**src/rtl/rf_commit_ctrl.sv**
```systemverilog
// Register-file commit sequencer: buffers ROB commits in a small FIFO, drives isolated
// regfile write strobes and keeps per-register busy/tag rename status. Option: REG0_HARDWIRE_EN.
`timescale 1ns/1ps
module rf_commit_ctrl #(
  parameter int NREG  = 32,
  parameter int AW    = 5,
  parameter int DW    = 32,
  parameter int TAGW  = 4,
  parameter int DEPTH = 4
) (
  input  logic            clk,
  input  logic            rst_n,
  input  logic            issue_valid,
  input  logic [AW-1:0]   issue_reg,
  input  logic [TAGW-1:0] issue_tag,
  input  logic [AW-1:0]   lk_reg1,
  output logic            lk_busy1,
  output logic [TAGW-1:0] lk_tag1,
  input  logic [AW-1:0]   lk_reg2,
  output logic            lk_busy2,
  output logic [TAGW-1:0] lk_tag2,
  input  logic            cm_valid,
  output logic            cm_ready,
  input  logic [AW-1:0]   cm_reg,
  input  logic [TAGW-1:0] cm_tag,
  input  logic [DW-1:0]   cm_data,
  input  logic            flush,
  output logic            rf_we,
  output logic [AW-1:0]   rf_waddr,
  output logic [DW-1:0]   rf_wdata,
  output logic [AW:0]     fifo_count,
  output logic [1:0]      dbg_state
);

  // Commit handshake: an entry transfers on a rising edge where cm_valid && cm_ready;
  // cm_ready depends only on the registered count, never on cm_valid.

`ifdef REG0_HARDWIRE_EN
  localparam bit REG0_HW = 1'b1;
`else
  localparam bit REG0_HW = 1'b0;
`endif

  localparam int PW = $clog2(DEPTH);

  typedef enum logic [1:0] {IDLE = 2'd0, STROBE = 2'd1, GAP = 2'd2} state_t;

  state_t            state_q;
  logic [NREG-1:0]   busy_q, busy_d;
  logic [TAGW-1:0]   tag_q [NREG];
  logic [TAGW-1:0]   tag_d [NREG];
  logic [AW-1:0]     mem_reg  [DEPTH];
  logic [DW-1:0]     mem_data [DEPTH];
  logic [PW-1:0]     wr_ptr_q, rd_ptr_q;
  logic [AW:0]       count_q, count_d;
  logic              push, pop, issue_ok;
  logic [AW-1:0]     head_reg;
  logic [DW-1:0]     head_data;

  assign cm_ready   = (count_q < (AW+1)'(DEPTH));
  assign push       = cm_valid & cm_ready;
  assign pop        = (state_q == STROBE);
  assign fifo_count = count_q;
  assign dbg_state  = state_q;
  assign head_reg   = mem_reg[rd_ptr_q];
  assign head_data  = mem_data[rd_ptr_q];
  assign issue_ok   = issue_valid & ~(REG0_HW & (issue_reg == '0));

  assign lk_busy1 = busy_q[lk_reg1] & ~(REG0_HW & (lk_reg1 == '0));
  assign lk_tag1  = tag_q[lk_reg1];
  assign lk_busy2 = busy_q[lk_reg2] & ~(REG0_HW & (lk_reg2 == '0));
  assign lk_tag2  = tag_q[lk_reg2];

  // Issue is applied after the commit clear so a same-register issue wins.
  always_comb begin
    busy_d = busy_q;
    tag_d  = tag_q;
    if (flush) begin
      busy_d = '0;
    end else begin
      if (push && busy_q[cm_reg] && (tag_q[cm_reg] == cm_tag))
        busy_d[cm_reg] = 1'b0;
      if (issue_ok) begin
        busy_d[issue_reg] = 1'b1;
        tag_d[issue_reg]  = issue_tag;
      end
    end
  end

  always_comb begin
    count_d = count_q;
    case ({push, pop})
      2'b10:   count_d = count_q + 1'b1;
      2'b01:   count_d = count_q - 1'b1;
      default: count_d = count_q;
    endcase
  end

  always_ff @(posedge clk or negedge rst_n) begin
    if (!rst_n) begin
      busy_q <= '0;
      for (int i = 0; i < NREG; i++) tag_q[i] <= '0;
    end else begin
      busy_q <= busy_d;
      tag_q  <= tag_d;
    end
  end

  always_ff @(posedge clk or negedge rst_n) begin
    if (!rst_n) begin
      wr_ptr_q <= '0;
      rd_ptr_q <= '0;
      count_q  <= '0;
    end else begin
      if (push) wr_ptr_q <= wr_ptr_q + 1'b1;
      if (pop)  rd_ptr_q <= rd_ptr_q + 1'b1;
      count_q <= count_d;
    end
  end

  always_ff @(posedge clk) begin
    if (push) begin
      mem_reg[wr_ptr_q]  <= cm_reg;
      mem_data[wr_ptr_q] <= cm_data;
    end
  end

  // The head is popped on leaving STROBE, so GAP already sees the next entry.
  always_ff @(posedge clk or negedge rst_n) begin
    if (!rst_n) begin
      state_q  <= IDLE;
      rf_we    <= 1'b0;
      rf_waddr <= '0;
      rf_wdata <= '0;
    end else begin
      case (state_q)
        IDLE, GAP: begin
          if (count_q != '0) begin
            rf_waddr <= head_reg;
            rf_wdata <= head_data;
            rf_we    <= ~(REG0_HW & (head_reg == '0));
            state_q  <= STROBE;
          end else begin
            rf_we   <= 1'b0;
            state_q <= IDLE;
          end
        end
        STROBE: begin
          rf_we   <= 1'b0;
          state_q <= GAP;
        end
        default: begin
          rf_we   <= 1'b0;
          state_q <= IDLE;
        end
      endcase
    end
  end

endmodule

```
**config.mk**
```make
export PLATFORM = sky130hd
export DESIGN_NAME = rf_commit_ctrl
export DESIGN_NICKNAME = d
export VERILOG_FILES = /design/src/rtl/rf_commit_ctrl.sv
export SDC_FILE = /design/constraint.sdc
export NUM_CORES = 1
export LEC_CHECK = 0
export CAP_MARGIN = 15
export CELL_PAD_IN_SITES_DETAIL_PLACEMENT = 0
export CELL_PAD_IN_SITES_GLOBAL_PLACEMENT = 1
export CORE_ASPECT_RATIO = 0.6
export CORE_MARGIN = 1.5
export CORE_UTILIZATION = 45
export CTS_BUF_LIST = sky130_fd_sc_hd__clkbuf_8
export CTS_CLUSTER_SIZE = 16
export DETAILED_ROUTE_END_ITERATION = 10
export DONT_BUFFER_PORTS = 1
export PLACE_DENSITY = 0.69
export SKIP_CTS_REPAIR_TIMING = 1
export SYNTH_ARGS = -nofsm -noshare
export SYNTH_HDL_FRONTEND = slang
export SYNTH_SLANG_ARGS = --single-unit
```
**constraint.sdc**
```tcl
create_clock -name clk -period 3.83 [get_ports clk]
set_input_delay 0.5745 -clock clk [delete_from_list [all_inputs] [get_ports clk]]
set_output_delay 0.5745 -clock clk [all_outputs]
set_load 0.02 [all_outputs]
```
=== Word level (Yosys, flattened, before mapping) ===
Memories as Yosys holds them, arrays and structs flattened. A register that Yosys moved wholly into a read port is not among the register bits.
Index checks and enable logic that the tools add are counted.

* Register bits: 173
* RAM bits: 148
* Input bits: 65
* Output and inout port bits: 57
* Word-level logic and storage cells: 116
* Memories: 2

{| class="wikitable"
|+ Memories
! name !! words !! width !! rd ports !! clocked after memory_dff !! wr ports !! RTL line !! source
|-
| mem_data || 4 || 32 || 1 || 1 || 1 || 53 || <nowiki>logic [DW-1:0] mem_data [DEPTH];</nowiki>
|-
| mem_reg || 4 || 5 || 1 || 1 || 1 || 52 || <nowiki>logic [AW-1:0] mem_reg [DEPTH];</nowiki>
|}

* $add $sub $neg: 4
* Order comparisons: 12
* Eq/ne operators: 5
* Multiplexer cells: 33
* Bitwise operators: 9
* Reductions and logical operators: 13

{| class="wikitable"
|+ Operators with widths
! cell !! number
|-
| $bwmux W128 || 1
|-
| $mux W32 || 4
|-
| $bmux W4 S5 || 3
|-
| $and A32 B32 Y32 || 1
|-
| $not A32 Y32 || 1
|-
| $or A32 B32 Y32 || 1
|-
| $mux W4 || 7
|-
| $ge A6 B6 Y1 const B || 4
|-
| $lt A5 B6 Y1 const B || 4
|-
| $not A5 Y6 || 4
|-
| $demux W4 S5 || 1
|-
| $bmux W1 S5 || 3
|-
| $pmux W6 S2 || 1
|-
| $demux W1 S5 || 2
|-
| $ge A5 B1 Y1 const B || 2
|-
| $mux W1 || 10
|-
| $add A6 B1 Y6 const B || 1
|-
| $lt A6 B1 Y1 const B || 1
|-
| $lt A6 B3 Y1 const B || 1
|-
| $reduce_bool A6 Y1 || 1
|-
| $sub A6 B1 Y6 const B || 1
|-
| $logic_and A1 B1 Y1 || 5
|-
| $add A2 B1 Y2 const B || 2
|-
| $eq A2 B1 Y1 const B || 2
|-
| 10 further kinds || 13
|}

=== Logic depth before layout (Yosys ltp) ===
* Depth after elaboration: 11
* Depth in mapped cells: 12
* Depth with buffers taken out: 11

=== Worst setup path after synthesis ===
No wires, ideal clock.

* Path type: register -> register
* Start point: reg count_q[5], in the netlist fifo_count[5]
* End point: reg count_q[4], in the netlist fifo_count[4]
* Setup time: 0.080 ns
* Arrival: 3.120 ns
* Data required time: 3.750 ns
* Slack: 0.630 ns
* Cell stages (with the launch flop): 13
* Buffers on the path: 1
* Period minus slack after synthesis: 3.200 ns
* Path through: dfrtp_1 nor4_2 nand2_1 ha_1 clkbuf_1 xor2_1 ha_1 a21oi_1 inv_1 a21oi_1 a21oi_1 nor4_1 xnor2_1

* Cells in the longest elaborated chain, start to end: 4
* Elaborated cells on any way between the ends: 6
* Those cells by class: order compare (1); eq/ne (2); mux (1); bitwise (1); reduce/logical (1)

{| class="wikitable"
|+ Ends and longest elaborated chain
! element !! RTL line !! source
|-
| start: declaration || 55 || <nowiki>logic [AW:0] count_q, count_d;</nowiki>
|-
| start signal: assignment || 117 || <nowiki>count_q <= count_d;</nowiki>
|-
| $lt A6 B3 Y1 (*) || 60 || <nowiki>assign cm_ready = (count_q < (AW+1)'(DEPTH));</nowiki>
|-
| net cm_ready || 23 || <nowiki>output logic cm_ready,</nowiki>
|-
| $and A1 B1 Y1 (*) || 61 || <nowiki>assign push = cm_valid & cm_ready;</nowiki>
|-
| $eq A2 B1 Y1 / $eq A2 B2 Y1 (equally long branches) || 92 || <nowiki>case ({push, pop})</nowiki>
|-
| $pmux W6 S2 / $reduce_bool A2 Y1 (equally long branches) || -- ||
|}

The timed path passes the listed nets; every way through them passes the cells marked *.
A chain may end at the register's enable or synchronous reset.

=== Final worst setup path ===
* Start point: reg count_q[3], in the netlist fifo_count[3]
* End point: reg count_q[4], in the netlist fifo_count[4]

* Cells in the longest elaborated chain, start to end: 4
* Elaborated cells on any way between the ends: 8
* Those cells by class: add/sub (2); order compare (1); eq/ne (2); mux (1); bitwise (1); reduce/logical (1)

{| class="wikitable"
|+ Ends and longest elaborated chain
! element !! RTL line
|-
| $lt A6 B3 Y1 || 60
|-
| $and A1 B1 Y1 || 61
|-
| $eq A2 B1 Y1 / $eq A2 B2 Y1 (equally long branches) || 92
|-
| $pmux W6 S2 / $reduce_bool A2 Y1 (equally long branches) || --
|}

Several ways; a longest one is shown, not always the timed one.

==> flow_summary.ini <==
[power_and_ir_drop]
power.switching_w = 0.00327
pwr-share-comb_pct = 20.3
clockPowerShare_pct = 28.2
power.share.sequential_pct = 51.6
ir_drop_uv = 422
p_sw_share_pct = 30.9
power_density_nw_per_um2 = 551
intPower_w = 0.00729
power_leakage_nw = 7.37

[sta]
min_period_over_period_pct = 80.5
whs_ns = -0.342
setup_ws_ns = 0.747
setup_violations = 0
rsz0062_at_grt = false
hold_violations = 210
finalSetupTns_ns = 0
worst_slew_margin_rel_pct = 27.4
tightest_slew_ns = 1.09
layout_min_cycle_time_ns = 3.08
fmax_ghz = 0.324
slew_viol_final = 0
clock_skew_ns = 0.0215

[detailed_routing]
routed_via_density = 6.37
vias = 10500
drt_wl_total_um = 51400
ant_nets = 0
drt_iter0_markers = 965
dr.pass1.iters = 5
drcViolationCount = 0
wl_per_cell_um = 31.2

[synth]
async_reset_ff_share_pct = 58.7
synthXorXnorAreaFrac_pct = 0.583
ys_types = 53
synth_mux_area_share_pct = 33.1
synth-edff-count = 148
avgSynthCellArea_um2 = 16.4
synth.ff_latch_count = 358
synth_compound_area_share_pct = 4.06
ys_seq_area_share_pct = 54.5
post_synth_inst_count = 1088
synth_top_flop_cell = dfrtp_1
ys_warn_count = 0
synth_top_family_by_area = multiplexers
synth-adder-area-share_pct = 0.562
syn-num-nets = 1161
synth-simple-area-share_pct = 4.36
synth_area_um2 = 17800

[critical_path]
crit_chain = nor4_2 > buf_4 > nand2_1 > ha_1 > xor2_1 > ha_1 > a21oi_1 > inv_1 > a21oi_1 > a21oi_1 > nor4_1 > xnor2_1
reg2regPathDepth = 12
r2r_start = fifo_count[3]
end_kind = flip-flop
worstSetupStartpointType = flip-flop
crit_buf_inv = 2
worstPathMaxFanout = 9
ff2ff_setup_slack_ns = 0.75
rr_endpoint = fifo_count[4]
criticalPathCategory = flip-flop to flip-flop
cp_common_cell = a21oi_1
required_ns = 4.36
critPathTopFamily = simple AND/OR/NAND/NOR gates
slowest_stage = dfrtp_1
critPathMaxStageDelay_ns = 0.53
arrival_ns = 3.62

[die]
placement_rows = 56
io_pins = 122
core_area_um2 = 39000
dieArea_um2 = 40800
die_y_um = 157
die_w_um = 260
start_util_pct = 45.6

[global_routing]
grt_overflow = 0
grt_antenna_before_repair = 1
grt_first_pass_wirelength_um = 75400
grt_usage_pct = 25.9
grt_pass1_vias = 10600
grt_max_degree = 211

[cells_and_area]
fin_cells = 1647
top_regs = mem_data x128, tag_q x128
syn2layout_area_growth_pct = 7.62
nNetsFinal = 1158
drive_above_1_share_pct = 38.4

[placement]
portBuffers = 0
routabilityCongestion = 0.885
dpl_worst_slack_ns = 0.673
dp_cells = 1552
dp_hpwl_um = 34600

[run_status]
violations = negative hold slack
status = finished with violations

[hold_path]
hp-class = input port to async pin

[clock_tree]
clk_latency_ns = 0.62
clockBufferDepth = 3
cts_htree_levels = 2
cts_made_buffers = 53
path_clk_slew_ns = 0.07
cts_tree = done
cts.sinks = 358
cts_root_buffer = clkbuf_8

[run]
drv_cap = 0
==> layer usage <==
metal / up-vias / wire length [um] / global-route usage (%) / part of all wire, %
li1: 4383 / - / - / -
met1: 5583 / 24000 / 39.6 / 47
met2: 449 / 21600 / 35.4 / 42
met3: 79 / 4990 / 8.70 / 9.7
met4: 2 / 804 / 4.96 / 1.6
met5: - / 94 / 1.81 / 0.18
==> power by group through the flow <==
stage	combinational [W]	clock [W]	sequential (W)
2_1_floorplan	0.00196	0	0.00519
3_3_place_gp	0.00212	0	0.00552
3_5_place_dp	0.00214	0	0.00554
4_1_cts	0.00215	0.00305	0.00546
5_1_grt	0.00231	0.00323	0.00553
6_report	0.00214	0.00297	0.00545
==> worst reg2reg max path, cell delays in order, from the launching register on <==
cell,delay [ns]
dfrtp_1,0.53
nor4_2,0.25
buf_4,0.24
nand2_1,0.22
ha_1,0.39
xor2_1,0.20
ha_1,0.21
a21oi_1,0.21
inv_1,0.07
a21oi_1,0.18
a21oi_1,0.09
nor4_1,0.25
xnor2_1,0.16
==> final cells by class <==
class / instances / area (um^2)
fill: 3267 / 19900
sequential: 358 / 9700
multi-input combinational: 634 / 7620
clock buffer: 58 / 798
tap: 522 / 653
clock inverter: 36 / 186
timing repair buffer: 16 / 120
inverter: 22 / 82.6
antenna: 1 / 2.50
==> through the flow <==
stage	util (%)	power, W	cell area [um^2]
global route	49.1	0.0111	19200
global placement	46.6	0.00763	18200
floorplan	-	0.00715	17800
detailed placement	46.6	0.00767	18200
CTS	49.1	0.0107	19200
finish	49.1	0.0106	19200
==> how the worst max path moves through the flow <==
stage | endpoint | from | cells after the start
3_3_place_gp | busy_q[9] | cm_reg[0] | 7
3_5_place_dp | busy_q[20] | cm_reg[0] | 7
4_1_cts | fifo_count[4] | fifo_count[3] | 12
6_report | fifo_count[4] | fifo_count[3] | 12
5_1_grt | fifo_count[4] | fifo_count[3] | 12
2_1_floorplan | fifo_count[4] | fifo_count[5] | 12
==> kinds of logic (layout without fill, tap and decap cells) <==
| logic type | after synthesis | in the layout |
|---|---|---|
| muxes | 386 | 386 |
| DFF | 358 | 358 |
| AOI/OAI and AO/OA | 116 | 116 |
| and+or+nand+nor | 113 | 113 |
| buffers and inverters | 96 | 132 |
| xor gates and xnor gates | 11 | 11 |
| adders and majority gates | 8 | 8 |
| other | 0 | 1 |
==> cells in the final DEF, fill, tap and decap left out, drive strengths merged, types with 9 or more instances in the layout <==
cell | Yosys | routed
dfrtp | 210 | 210
mux2 | 177 | 177
edfxtp | 148 | 148
mux4 | 145 | 145
mux2i | 64 | 64
clkbuf | 37 | 58
inv | 22 | 44
a31oi | 33 | 33
o22ai | 32 | 32
a21oi | 25 | 25
nand2 | 24 | 24
nor2 | 22 | 22
a22oi | 20 | 20
buf | 34 | 16
clkinv | 0 | 13
nor4 | 12 | 12
and3 | 9 | 9
==> cell usage after synthesis, types with 4 or more instances <==
master	count	area (um^2)
a21oi_1	25	125
a22oi_1	20	150
a31oi_1	33	206
and3_1	9	56.3
buf_1	16	60.1
buf_2	8	40.0
buf_6	4	45.0
clkbuf_1	36	135
dfrtp_1	210	5260
edfxtp_1	148	4440
ha_1	8	100
inv_1	22	82.6
mux2_2	177	1990
mux2i_1	64	641
mux4_2	145	3270
nand2_1	24	90.1
nand3b_1	4	30.0
nand4b_1	4	35.0
nand4bb_1	5	56.3
nor2_1	22	82.6
nor3b_1	4	30.0
nor4_1	9	56.3
o22ai_1	32	200
xnor2_1	5	43.8
xor2_1	5	43.8
Power figures use the tool's default switching activity.
